<file path="src/rtl/instr_fetch.sv">
// instr_fetch: RV32I fetch stage; IFETCH_MISALIGN_TRAP_EN traps misaligned redirects into FAULT
module instr_fetch #(
    parameter logic [31:0] RESET_PC = 32'h0000_0000
) (
    input  logic        clk,
    input  logic        rst,
    output logic        imem_req_valid,
    input  logic        imem_req_ready,
    output logic [31:0] imem_addr,
    input  logic        imem_rsp_valid,
    input  logic [31:0] imem_rsp_data,
    output logic        out_valid,
    input  logic        out_ready,
    output logic [31:0] out_instr,
    output logic [31:0] out_pc,
    input  logic        redirect_valid,
    input  logic [31:0] redirect_pc,
    output logic        fetch_fault
);
    typedef enum logic [2:0] {IDLE, REQ, WAIT, HOLD, FAULT} state_t;
    state_t state, state_n;
    logic [31:0] pc, pc_n, req_pc, req_pc_n, out_instr_n, out_pc_n, tgt;
    logic squash, squash_n, bad;
`ifdef IFETCH_MISALIGN_TRAP_EN
    assign tgt = redirect_pc;
    assign bad = |redirect_pc[1:0];
    assign fetch_fault = state == FAULT;
`else
    assign tgt = {redirect_pc[31:2], 2'b00};
    assign bad = 1'b0 & |redirect_pc[1:0];
    assign fetch_fault = 1'b0;
`endif
    assign imem_req_valid = state == REQ;
    assign imem_addr = pc;
    assign out_valid = state == HOLD;
    always_comb begin
        state_n = state;
        pc_n = pc;
        req_pc_n = req_pc;
        squash_n = squash;
        out_instr_n = out_instr;
        out_pc_n = out_pc;
        if (redirect_valid && state != FAULT) begin
            pc_n = tgt;
            if (bad) begin
                state_n = FAULT;
                out_pc_n = redirect_pc;
            end else if (state == REQ && imem_req_ready) begin
                state_n = WAIT;
                req_pc_n = pc;
                squash_n = 1'b1;
            end else if (state == WAIT && !imem_rsp_valid) begin
                squash_n = 1'b1;
            end else begin
                state_n = REQ;
                squash_n = 1'b0;
            end
        end else begin
            case (state)
                IDLE: state_n = REQ;
                REQ: if (imem_req_ready) begin
                    state_n = WAIT;
                    req_pc_n = pc;
                end
                WAIT: if (imem_rsp_valid) begin
                    if (squash) begin
                        squash_n = 1'b0;
                        state_n = REQ;
                    end else begin
                        out_instr_n = imem_rsp_data;
                        out_pc_n = req_pc;
                        pc_n = req_pc + 32'd4;
                        state_n = HOLD;
                    end
                end
                HOLD: if (out_ready) state_n = REQ;
                default: state_n = state;
            endcase
        end
    end
    always_ff @(posedge clk or posedge rst) begin
        if (rst) begin
            state <= IDLE;
            pc <= RESET_PC;
            req_pc <= RESET_PC;
            squash <= 1'b0;
            out_instr <= 32'h0000_0013;
            out_pc <= 32'h0;
        end else begin
            state <= state_n;
            pc <= pc_n;
            req_pc <= req_pc_n;
            squash <= squash_n;
            out_instr <= out_instr_n;
            out_pc <= out_pc_n;
        end
    end
endmodule
</file>
<file path="config.mk">
export PLATFORM = sky130hd
export DESIGN_NAME = instr_fetch
export DESIGN_NICKNAME = d
export VERILOG_FILES = /design/src/rtl/instr_fetch.sv
export SDC_FILE = /design/constraint.sdc
export NUM_CORES = 1
export LEC_CHECK = 0
export ABC_CLOCK_PERIOD_IN_PS = 11100
export CAP_MARGIN = 20
export CORE_MARGIN = 2
export CORE_UTILIZATION = 30
export CTS_CLUSTER_DIAMETER = 120
export DETAILED_ROUTE_END_ITERATION = 10
export GPL_ROUTABILITY_DRIVEN = 1
export SYNTH_ARGS = -nofsm -noshare
export SYNTH_HDL_FRONTEND = slang
export SYNTH_SLANG_ARGS = --single-unit
</file>
<file path="constraint.sdc">
create_clock -name clk -period 11.1 [get_ports clk]
set_input_delay 1.11 -clock clk [delete_from_list [all_inputs] [get_ports clk]]
set_output_delay 1.11 -clock clk [all_outputs]
set_load 0.005 [all_outputs]
</file>
==> results.md <==
- The clock transition at the registers of the reported paths is 0.06 ns.
- The pin count of the biggest net entering global routing is 82.
- The number of warnings issued by yosys is 0.
- The core region is ~19,000 µm².
- The library cell used as clock root buffer is sky130_fd_sc_hd__clkbuf_16.
- The floorplan step defined a die boundary enclosing 20,600 µm².
- The number of antenna violations at the first check in global routing is 1.
- The global placement routability congestion is 0.743.
- The path category of the worst min-delay check is register to register.
- The highest ir drop seen on vdd is 0.0000965 V.
- A synthesized cell averages 9.69 µm².
- The net switching component of the power is ~0.00060 W.
- The global-route met1 utilization is 0.213.
- The share of the Yosys chip area taken by registers is 0.562.
- For the pin with the worst max-slew slack, the measured transition is between 0.9 and 1 ns.
- The starting DRC count in detailed routing is between 150 and 200.
- The worst setup path is of the register to output pin kind.
- The share of synthesized registers carrying an async set or reset is 1.00.
- The number of synthesized flops with an enable pin is 0.
- Post-CTS timing repair inserted 0 buffers for setup.
- The latest clock arrival within the worst-skew pair is 0.42 ns.
- Yosys instantiated no cell more often than sky130_fd_sc_hd__nand2_1.
- In the global route stage, overall resource usage came out at 0.156.
- The library cell occupying the most area in the post-synthesis netlist is sky130_fd_sc_hd__dfrtp_1.
- Dividing total power by cell area gives a power density of 237 nW/µm².
- Summed over all nets, the half-perimeter wirelength after detailed placement is just over 10,000 µm.
- In this run, synthesis produced a sequential element count of 131.
- The number of nets handed over by synthesis was about 680.
- The routed design has 15,700 µm of wire.
- The flow ran to the end, and the final reports show no timing, DRC or antenna violations.
- The final-report setup violation count is 0.
- The commonest register cell after synthesis is sky130_fd_sc_hd__dfrtp_1.
- The switching portion of total power is 0.302.
- By area the synthesized netlist is led by sky130_fd_sc_hd__dfrtp_1 55%, sky130_fd_sc_hd__nand2_1 16%, sky130_fd_sc_hd__mux2_2 6.2%.
- The leakage power is ~3.8 nW.
- The TritonCTS clock tree is yes.
- The first detailed-routing pass took 4 iterations.
- Setup repair after global routing left no endpoint under its margin.
- Buffers inserted during clock tree synthesis total 17.
- CTS built an H-tree with a depth of 4.
- The number of placed instances, taps included, is approximately 1k.
- The global routing met3 resource utilization is 0.0447.
- The clock group share of total power is 0.308.
- CTS saw 131 sinks.
- The clock tree skew after final layout is 0.00875 ns.
- For met2 alone, demand over resource in global routing was 0.240.
- Data arrives at the worst endpoint at 1.74 ns.
- STA classifies the critical path startpoint as a register.
- After clock tree synthesis, the repair step resized 0 gates.
- The relative slew slack is 0.341.
- For this block, the via count after detailed routing is 4,716.
- The tool flagged a number of max-cap violations equal to 0.
- The die boundary width is 144 µm.
- The number of buffers inserted for hold repair after clock tree synthesis is 0.
- The overall power is slightly below 0.002 W.
- The share of synthesized area in the top cell type comes to 0.548.
- After global routing the overflow that remains totals 0.
- Input and output buffers added on the ports amount to 165.
- The height of the die is 144 µm.
- The site row count is 51.
- The number of nets in the finished design is 830.
- The sum of negative setup slack is 0 ns.
- The number of global-route vias before repair is 4,586.
- The count of antenna-violating nets left after detailed routing is 0.
- The gate count of the mapped netlist is roughly 600.
- The sequential share of power is 0.402.
- The internal portion of the total power is 0.00138 W.
- Yosys mapped the design onto 45 distinct sky130hd cell types.
- The setup check on the worst reg-to-reg path leaves a slack of approximately 8.6 ns.
- The starting density of the core is 0.303.
- The mapped netlist covers 5840 µm².
- The final cycle utilization of the critical path is 0.257.
- The part of the total power dissipated in combinational logic is 0.291.
- The number of standard cells in the final layout excluding fillers is ~1.0k.
- For the worst setup path, the data required time is 9.99 ns.
- The final number of hold-violating endpoints came to 0.
- For this design the top-level I/O count stands at 169.
- In the final layout, the share of cells above drive strength 1 is 0.109.
- The highest achievable clock rate is 351 MHz.
- No sink is reached through more buffers than the 2 on the longest clock path.
- After detailed routing, the number of remaining DRC violations is 0.
- The worst setup path is captured at an output pin.
- The total count of max-transition violations in the final report came to 0.
- In the final routed layout, each cell accounts on average for about 15 µm.
- Relative to the synthesized area, the layout overhead comes to 42.6%.
- Along the worst path, the maximum fanout reaches 7.
- The most utilized layer in the global route result is met2.
- The final critical-path required period is 2.85 ns.
- The average vias per placed instance is approximately 4.6.
- The antenna diode count is 0.
- The commonest cells after synthesis are 247 x sky130_fd_sc_hd__nand2_1, 128 x sky130_fd_sc_hd__dfrtp_1, 32 x sky130_fd_sc_hd__mux2_2.
- The first global-routing pass estimated approximately 25,000 µm of wire.
-- sequential cells by signal (all words and copies together) (netlist names) --
register and count:
imem_addr 32, out_instr 32, out_pc 32, req_pc 32, squash 1, state 2
-- worst max-delay path, cell delays in order (launching register included) --
cell and delay, ns:
sky130_fd_sc_hd__dfrtp_1 0.41, sky130_fd_sc_hd__inv_1 0.09, sky130_fd_sc_hd__ha_1 0.28, sky130_fd_sc_hd__clkdlybuf4s50_1 0.55
-- layer usage --
metal / wire length (µm) / vias up / share of wire
li1: - / 2301 / -
met1: 7610 / 2261 / 0.48
met2: 6930 / 138 / 0.44
met3: 1020 / 14 / 0.065
met4: 150 / 2 / 0.0095
met5: 11 / - / 0.00070
-- cells in the final DEF (no fill, tap or decap), types with 3 or more instances in the layout --
| cell | n |
|---|---|
| sky130_fd_sc_hd__a21oi_1 | 9 |
| sky130_fd_sc_hd__xnor2_1 | 11 |
| sky130_fd_sc_hd__inv_6 | 5 |
| sky130_fd_sc_hd__o221ai_1 | 15 |
| sky130_fd_sc_hd__o21ai_0 | 11 |
| sky130_fd_sc_hd__a221o_1 | 3 |
| sky130_fd_sc_hd__mux2i_1 | 4 |
| sky130_fd_sc_hd__nand3_1 | 11 |
| sky130_fd_sc_hd__buf_4 | 5 |
| sky130_fd_sc_hd__nand2_1 | 246 |
| sky130_fd_sc_hd__inv_1 | 6 |
| sky130_fd_sc_hd__nand4_1 | 12 |
| sky130_fd_sc_hd__bufinv_16 | 4 |
| sky130_fd_sc_hd__clkbuf_16 | 17 |
| sky130_fd_sc_hd__xor2_1 | 14 |
| sky130_fd_sc_hd__nor2_1 | 14 |
| sky130_fd_sc_hd__clkinvlp_4 | 3 |
| sky130_fd_sc_hd__clkdlybuf4s50_1 | 164 |
| sky130_fd_sc_hd__ha_1 | 5 |
| sky130_fd_sc_hd__dfrtp_1 | 128 |
| sky130_fd_sc_hd__dfstp_2 | 3 |
| sky130_fd_sc_hd__o31ai_1 | 3 |
| sky130_fd_sc_hd__mux2_2 | 32 |
| sky130_fd_sc_hd__and3_1 | 5 |
-- worst paths after layout --
path                                     startpoint                         to  cells after the start
setup reg to reg               state[0]$_DFFE_PP0P_  imem_addr[23]$_DFFE_PP0P_                      7
hold reg to reg            out_instr[1]$_DFFE_PP1P_   out_instr[1]$_DFFE_PP1P_                      2
hold / removal             out_instr[1]$_DFFE_PP1P_   out_instr[1]$_DFFE_PP1P_                      2
max in group asynchronous                       rst  imem_addr[22]$_DFFE_PP0P_                      3
min in group asynchronous                       rst  out_instr[24]$_DFFE_PP0P_                      2
setup / recovery               state[1]$_DFFE_PP0P_             imem_req_valid                      3
-- metrics by stage --
| step | cell area [µm²] | hold slack, ns | util | worst slack [ns] |
|---|---|---|---|---|
| after floorplan | 5840 | 0.448 | - | 6.50 |
| after global placement | 7690 | 0.449 | 0.399 | 7.82 |
| after detailed placement | 7690 | 0.450 | 0.399 | 7.83 |
| after CTS | 8330 | 0.461 | 0.432 | 8.23 |
| after global routing | 8330 | 0.477 | 0.432 | 8.13 |
| final | 8330 | 0.457 | 0.432 | 8.25 |
-- layout make-up --
cell class / instances / area [µm²]
timing repair buffer: 170 / 1680
clock inverter: 14 / 200
fill: 1906 / 10900
sequential: 131 / 3280
inverter: 7 / 31.3
clock buffer: 18 / 439
multi-input combinational: 428 / 2370
tap: 265 / 332
-- logic make-up after synthesis --
family,share of synthesized area
adder cells (fa/ha/maj),0.0107
flip-flops,0.562
AO/OA/AOI/OAI,0.0627
other,0.000642
buffers and inverters,0.0362
multiplexers,0.0685
XOR/XNOR,0.0375
AND/OR/NAND/NOR,0.222
-- power groups by stage --
stage               Combinational (W)  Sequential (W)  Clock (W)
floorplan                    0.000291        0.000774          0
global placement             0.000578        0.000797          0
detailed placement           0.000582        0.000803          0
CTS                          0.000586        0.000794   0.000624
global route                 0.000639        0.000820   0.000645
finish                       0.000575        0.000795   0.000609
No activity file was read; power rests on OpenSTA's default activity.
